## src/rtl/tof_mem_reader_if.sv

```systemverilog
// ---------------------------------------------------------------------------
// tof_mem_reader_if
// Bundles the signals between the capture-memory reader and its neighbours:
//   all_data_written : level from the sample writer, rising edge starts a frame
//   enb / addrb      : BRAM port B read strobe and address
//   doutb            : BRAM port B read data
//   m_valid / m_data : byte stream towards the host-link transmitter
//   m_ready          : transmitter accepts a byte on m_valid & m_ready
//   busy / done      : frame-in-progress level and end-of-frame pulse
// master = the reader, slave = the environment (writer, BRAM, transmitter).
// ---------------------------------------------------------------------------
interface tof_mem_reader_if #(
    parameter int ADDR_WIDTH = 9,
    parameter int DATA_WIDTH = 16
);
    logic                  all_data_written;
    logic                  enb;
    logic [ADDR_WIDTH-1:0] addrb;
    logic [DATA_WIDTH-1:0] doutb;
    logic                  m_valid;
    logic [7:0]            m_data;
    logic                  m_ready;
    logic                  busy;
    logic                  done;

    modport master (
        input  all_data_written, doutb, m_ready,
        output enb, addrb, m_valid, m_data, busy, done
    );

    modport slave (
        output all_data_written, doutb, m_ready,
        input  enb, addrb, m_valid, m_data, busy, done
    );
endinterface

```

## src/rtl/tof_mem_reader.sv

```systemverilog
// ---------------------------------------------------------------------------
// tof_mem_reader
// Reads NUM_WORDS words from the capture BRAM (port B) starting at address 0
// once the writer reports all slots written, and streams them MSB byte first
// behind a HEADER byte over a valid/ready byte interface.
// Ports:
//   clk   : system clock
//   reset : synchronous active-high reset, aborts any frame in progress
//   bus   : tof_mem_reader_if.master (BRAM port B, byte stream, busy/done)
// ---------------------------------------------------------------------------
module tof_mem_reader #(
    parameter int         ADDR_WIDTH = 9,
    parameter int         DATA_WIDTH = 16,
    parameter int         NUM_WORDS  = 511,
    parameter int         RD_LATENCY = 1,
    parameter logic [7:0] HEADER     = 8'hA5
) (
    input  logic              clk,
    input  logic              reset,
    tof_mem_reader_if.master  bus
);
    localparam int BYTES = DATA_WIDTH / 8;
    localparam int BCW   = $clog2(BYTES + 1);
    localparam int WCW   = $clog2(RD_LATENCY + 1);

    typedef enum logic [2:0] {
        S_IDLE,
        S_HEADER,
        S_READ,
        S_WAIT,
        S_SEND,
        S_DONE
    } state_t;

    state_t                r_state;
    state_t                w_next;
    logic                  r_adw_q;
    logic [ADDR_WIDTH-1:0] r_addr;
    logic [DATA_WIDTH-1:0] r_shift;
    logic [BCW-1:0]        r_bcnt;
    logic [WCW-1:0]        r_wcnt;

    logic                  w_start;
    logic                  w_last_word;
    logic                  w_last_byte;
    logic                  w_wait_done;
    logic                  w_enb;
    logic                  w_valid;
    logic [7:0]            w_data;

    // Only a fresh rising edge starts a frame; a held level never retriggers.
    assign w_start     = bus.all_data_written & ~r_adw_q;
    assign w_last_word = (r_addr == ADDR_WIDTH'(NUM_WORDS - 1));
    assign w_last_byte = (r_bcnt == BCW'(1));
    // WAIT spans RD_LATENCY cycles; doutb is valid in the last of them.
    assign w_wait_done = (r_wcnt == WCW'(RD_LATENCY - 1));

    always_ff @(posedge clk) begin
        if (reset) r_state <= S_IDLE;
        else       r_state <= w_next;
    end

    always_comb begin
        w_next  = r_state;
        w_enb   = 1'b0;
        w_valid = 1'b0;
        w_data  = 8'h00;
        case (r_state)
            S_IDLE: begin
                if (w_start) w_next = S_HEADER;
            end
            S_HEADER: begin
                w_valid = 1'b1;
                w_data  = HEADER;
                if (bus.m_ready) w_next = S_READ;
            end
            S_READ: begin
                w_enb  = 1'b1;
                w_next = S_WAIT;
            end
            S_WAIT: begin
                if (w_wait_done) w_next = S_SEND;
            end
            S_SEND: begin
                w_valid = 1'b1;
                w_data  = r_shift[DATA_WIDTH-1 -: 8];
                if (bus.m_ready && w_last_byte)
                    w_next = w_last_word ? S_DONE : S_READ;
            end
            S_DONE: begin
                w_next = S_IDLE;
            end
            default: w_next = S_IDLE;
        endcase
    end

    always_ff @(posedge clk) begin
        if (reset) begin
            r_adw_q <= 1'b0;
            r_addr  <= '0;
            r_shift <= '0;
            r_bcnt  <= '0;
            r_wcnt  <= '0;
        end else begin
            r_adw_q <= bus.all_data_written;
            case (r_state)
                S_READ: r_wcnt <= '0;
                S_WAIT: begin
                    r_wcnt <= r_wcnt + 1'b1;
                    if (w_wait_done) begin
                        r_shift <= bus.doutb;
                        r_bcnt  <= BCW'(BYTES);
                    end
                end
                S_SEND: begin
                    if (bus.m_ready) begin
                        r_shift <= r_shift << 8;
                        r_bcnt  <= r_bcnt - 1'b1;
                        // Address stops at the last word, so no wrap in a frame.
                        if (w_last_byte && !w_last_word) r_addr <= r_addr + 1'b1;
                    end
                end
                S_DONE: r_addr <= '0;
                default: ;
            endcase
        end
    end

    assign bus.enb     = w_enb;
    assign bus.addrb   = r_addr;
    assign bus.m_valid = w_valid;
    assign bus.m_data  = w_data;
    assign bus.busy    = (r_state != S_IDLE);
    assign bus.done    = (r_state == S_DONE);
endmodule

```

## src/flat_wrapper.sv

```systemverilog
// flat-port wrapper written by rule: the top's interface ports become plain ports
module tof_mem_reader_flat 
#(
    parameter int         ADDR_WIDTH = 9,
    parameter int         DATA_WIDTH = 16,
    parameter int         NUM_WORDS  = 511,
    parameter int         RD_LATENCY = 1,
    parameter logic [7:0] HEADER     = 8'hA5
)
  (clk, reset, bus_all_data_written, bus_doutb, bus_m_ready, bus_enb, bus_addrb, bus_m_valid, bus_m_data, bus_busy, bus_done);
  tof_mem_reader_if #(.ADDR_WIDTH(ADDR_WIDTH), .DATA_WIDTH(DATA_WIDTH)) bus_i ();
  input  logic clk;
  input  logic reset;
  input wire logic [$bits(bus_i.all_data_written)-1:0] bus_all_data_written;
  input wire logic [$bits(bus_i.doutb)-1:0] bus_doutb;
  input wire logic [$bits(bus_i.m_ready)-1:0] bus_m_ready;
  output wire logic [$bits(bus_i.enb)-1:0] bus_enb;
  output wire logic [$bits(bus_i.addrb)-1:0] bus_addrb;
  output wire logic [$bits(bus_i.m_valid)-1:0] bus_m_valid;
  output wire logic [$bits(bus_i.m_data)-1:0] bus_m_data;
  output wire logic [$bits(bus_i.busy)-1:0] bus_busy;
  output wire logic [$bits(bus_i.done)-1:0] bus_done;
  assign bus_i.all_data_written = bus_all_data_written;
  assign bus_i.doutb = bus_doutb;
  assign bus_i.m_ready = bus_m_ready;
  assign bus_enb = bus_i.enb;
  assign bus_addrb = bus_i.addrb;
  assign bus_m_valid = bus_i.m_valid;
  assign bus_m_data = bus_i.m_data;
  assign bus_busy = bus_i.busy;
  assign bus_done = bus_i.done;
  tof_mem_reader #(.ADDR_WIDTH(ADDR_WIDTH), .DATA_WIDTH(DATA_WIDTH), .NUM_WORDS(NUM_WORDS), .RD_LATENCY(RD_LATENCY), .HEADER(HEADER)) u_core (.clk(clk), .reset(reset), .bus(bus_i));
endmodule
```

## config.mk

```make
export PLATFORM = sky130hd
export DESIGN_NAME = tof_mem_reader_flat
export DESIGN_NICKNAME = d
export VERILOG_FILES = /design/src/rtl/tof_mem_reader_if.sv /design/src/rtl/tof_mem_reader.sv /design/src/flat_wrapper.sv
export SDC_FILE = /design/constraint.sdc
export NUM_CORES = 1
export LEC_CHECK = 0
export BUFFER_PORTS_ARGS = -buffer_cell sky130_fd_sc_hd__buf_2
export CAP_MARGIN = 5
export CELL_PAD_IN_SITES_DETAIL_PLACEMENT = 0
export CELL_PAD_IN_SITES_GLOBAL_PLACEMENT = 1
export CORE_ASPECT_RATIO = 1.25
export CORE_UTILIZATION = 37
export CTS_BUF_LIST = sky130_fd_sc_hd__clkbuf_8
export CTS_CLUSTER_DIAMETER = 120
export DETAILED_ROUTE_END_ITERATION = 16
export PLACE_DENSITY = 0.8
export SETUP_SLACK_MARGIN = 0.5
export SLEW_MARGIN = 20
export SYNTH_ARGS = -nofsm -noshare
export SYNTH_HDL_FRONTEND = slang
export SYNTH_SLANG_ARGS = --single-unit
```

## constraint.sdc

```tcl
create_clock -name clk -period 1.56 [get_ports clk]
set_input_delay 0.312 -clock clk [delete_from_list [all_inputs] [get_ports clk]]
set_output_delay 0.312 -clock clk [all_outputs]
set_load 0.02 [all_outputs]
```

==> key figures <==
Run status
  • Status: finished, violations left
  • Failing checks: setup timing

Timing
  • Final Hold Vio Count: 0
  • Setup TNS Final: -482.7 ps
  • Max Freq: 616.3 MHz
  • Max-slew headroom: 77.90%
  • Final setup margin: -62.70 ps
  • Worst-margin pin slew: 331.4 ps
  • Fin Hold WS: 243.6 ps
  • Tcrit/Tclk final: 104.0%
  • Final Max Slew Viols: 0
  • Post-layout minimum cycle time: 1623 ps
  • # setup viols final: 12
  • Worst Skew: 6.360 ps
  • Unrepaired setup endpoints after global routing: yes

Final layout
  • Filler instances: 338
  • Post-Layout Cell Count: 354
  • Ant diodes: 0
  • P&R area growth vs syn: 78.19%
  • Nets: 318
  • Most frequent cells in the layout: 43 x buf_6, 27 x buf_4, 26 x nand2_1, 20 x dfxtp_1, 19 x buf_2
  • Commonest non-fill, non-tap cell in the layout: buf_6
  • Register area: 675.6 um2
  • Share of layout cells above drive strength 1: 59.80%
  • Area of the multi-input gates: 1286 um2

Global routing
  • Number of global-route vias before repair: 1780
  • Initial antenna violation count: 0
  • Total GRT Usage: 21.85%
  • Pin count of the biggest net entering global routing: 20
  • First-pass GRT wire length: 8411 um
  • Congestion Overflow GR: 0

Setup path
  • Worst Setup EP: u_core.bus.addrb[3]
  • Crit path max fanout: 5
  • Critical Path Start: u_core.r_state[1]
  • Cell depth of the worst flop-to-flop path: 5
  • Startpoint Class: register
  • Reg2Reg Launch Point: u_core.r_state[1]
  • Crit path DAT: 1840 ps
  • Slowest CP cell: or4_1
  • Setup CP Type: register to register
  • Critical Path Max Stage Delay: 500 ps
  • CP required: 1780 ps
  • Crit end category: register
  • FF-to-FF End: u_core.bus.addrb[3]
  • R2R Setup Slk: -60 ps
  • CP Cell Sequence: and4bb_2 -> buf_6 -> o211ai_4 -> or4_1 -> nand2_1

Clock network
  • Worst-Skew Late Latency: 280 ps
  • Clock Sinks: 32
  • Clock slew at reported path FFs: 70 ps
  • H-tree depth: 2
  • Hold-fix buffers, CTS: 0
  • Clk root buf: clkbuf_8
  • CTS tree: yes
  • Cts bufs inserted: 5
  • Clock Tree Buf Depth: 2

Worst hold path
  • Hold Path Class: input pin to register

Yosys
  • Synth Net Count: 231
  • Synth cell types: 40
  • Top_reg_cell synth: dfxtp_1
  • #FFs+latches synth: 32
  • Synthesized area per cell: 8.331 um2
  • Cell area after synthesis: 1733 um2
  • Post-synth EDFFs: 0
  • Post-synthesis sequential area ratio: 36.97%
  • Ys async rst share: 0%
  • Synth Instances: 208
  • Total number of yosys warnings: 0

Route
  • Drt first-iter violations: 44
  • DRT Wirelength: 5213 um
  • ANT nets after route: 0
  • DR WL/cell: 14.73 um
  • Via count: 1833
  • DR vias/cell: 5.178
  • DRC viols: 0
  • TritonRoute pass-1 iters: 4

Pwr
  • Leak: 0.001229 uW
  • Power density over the cells: 650.9 nW/um2
  • Worst vdd ir: 0.6324 mV
  • Tot Pwr: 2010 uW

Placed design
  • Dpl hpwl: 3183 um
  • Placed Cells: 319
  • Final RePlAce weighted congestion: 0.7766
  • I/O Buffers: 40
  • Pre-CTS setup slack: -24.37 ps

Floorplanning
  • Die X: 63.21 um
  • Rows: 27
  • Initial Util: 38.86%
  • CORE AREA: 4459 um2
  • I/O pins: 41
  • Chip Height: 78.52 um
  • Die area: 4963 um2

Run
  • Maxcap violations: 0
Yosys cell counts (2+ instances only):
library cell  number  share of area [%]
and3_1             5                1.8
nor2_1            28                6.1
and3b_1            3                1.5
nor2b_1            2               0.72
o2111ai_1          2                1.0
nand2_1           33                7.1
o31ai_1            3                1.3
nand4_1            2               0.72
ha_1               3                2.2
mux2i_1            3                1.7
buf_6              5                3.2
or2_2              2               0.72
nand3_1            5                1.4
dfxtp_1           32                 37
inv_1              8                1.7
o211ai_1           5                2.2
a311oi_2           8                6.9
a21oi_1           10                2.9
clkbuf_1           8                1.7
o21ai_0            3               0.87
nor3b_1            9                3.9
a31oi_1            8                2.9
or4_1              2               0.87
nor3_1             3               0.87
layer usage:
| metal | up-vias | wire length [um] | global-route usage [%] |
|---|---|---|---|
| met5 | - | 0 | 0 |
| met2 | 34 | 2811 | 38.82 |
| met3 | 6 | 124 | 4.506 |
| met4 | 0 | 78 | 7.955 |
| li1 | 929 | - | - |
| met1 | 864 | 2198 | 25.58 |
kinds of logic (layout without fill, tap and decap cells):
| family | count (synthesis) | after routing | synth area share (%) |
|---|---|---|---|
| multiplexers | 3 | 3 | 1.733 |
| buffers and inverters | 22 | 110 | 7.003 |
| adder cells (fa/ha/maj) | 3 | 3 | 2.166 |
| flip-flops | 32 | 32 | 36.97 |
| AO/OA/AOI/OAI | 45 | 45 | 21.95 |
| AND/OR/NAND/NOR | 103 | 103 | 30.18 |
flip-flops by register name, summed over array words and instances (netlist names):
signal	cells
u_core.bus.addrb	9
u_core.r_adw_q	1
u_core.r_bcnt	2
u_core.r_shift	16
u_core.r_state	3
u_core.r_wcnt	1
how the worst min path moves through the flow:
stage / start / slack [ps] / depth (start not counted) / to
after floorplan: bus_all_data_written / 440 / 1 / u_core.r_adw_q
after global placement: u_core.bus.addrb[5] / 450 / 1 / u_core.bus.addrb[5]
after detailed placement: u_core.bus.addrb[5] / 450 / 1 / u_core.bus.addrb[5]
after CTS: bus_all_data_written / 240 / 2 / u_core.r_adw_q
after global routing: bus_all_data_written / 270 / 2 / u_core.r_adw_q
final: bus_all_data_written / 240 / 2 / u_core.r_adw_q
layout make-up:
cell class                      count  share of cell area [%]
Inverter                            8                   1.216
Clock buffer                        7                   3.120
Timing Repair Buffer               94                   28.81
Clock inverter                      1                  0.9724
Sequential cell                    32                   21.88
Multi-Input combinational cell    154                   41.65
Tap cell                           58                   2.350
through the flow:
stage               util, %  cell area [um2]
floorplan                 -             2006
global placement      52.47             2340
detailed placement    52.47             2340
CTS                   66.19             2952
global route          69.25             3088
finish                69.25             3088
where the power goes:
| group | total, uW | internal [uW] | leakage, uW | switching, uW |
|---|---|---|---|---|
| logic | 304 | 151 | 0.000898 | 152 |
| clock network | 876 | 563 | 0.0000645 | 312 |
| registers | 831 | 818 | 0.000267 | 12.5 |
repair_timing:
| item | 4_1_cts | 5_1_grt |
|---|---|---|
| gates resized for setup | 90 | 15 |
| endpoints found under the setup margin | 52 | 52 |
| cloned | 1 | 1 |
| setup buffers | 18 | 7 |
| pin swaps | 17 | 8 |
critical path, delay by kind of cell (launching register included):
| kind | cells | cell delay, ps |
|---|---|---|
| buffers and inverters | 1 | 130 |
| and+or+nand+nor | 3 | 980 |
| DFF | 1 | 370 |
| AOI/OAI and AO/OA | 1 | 80 |
(Power assumes the default switching activity.)
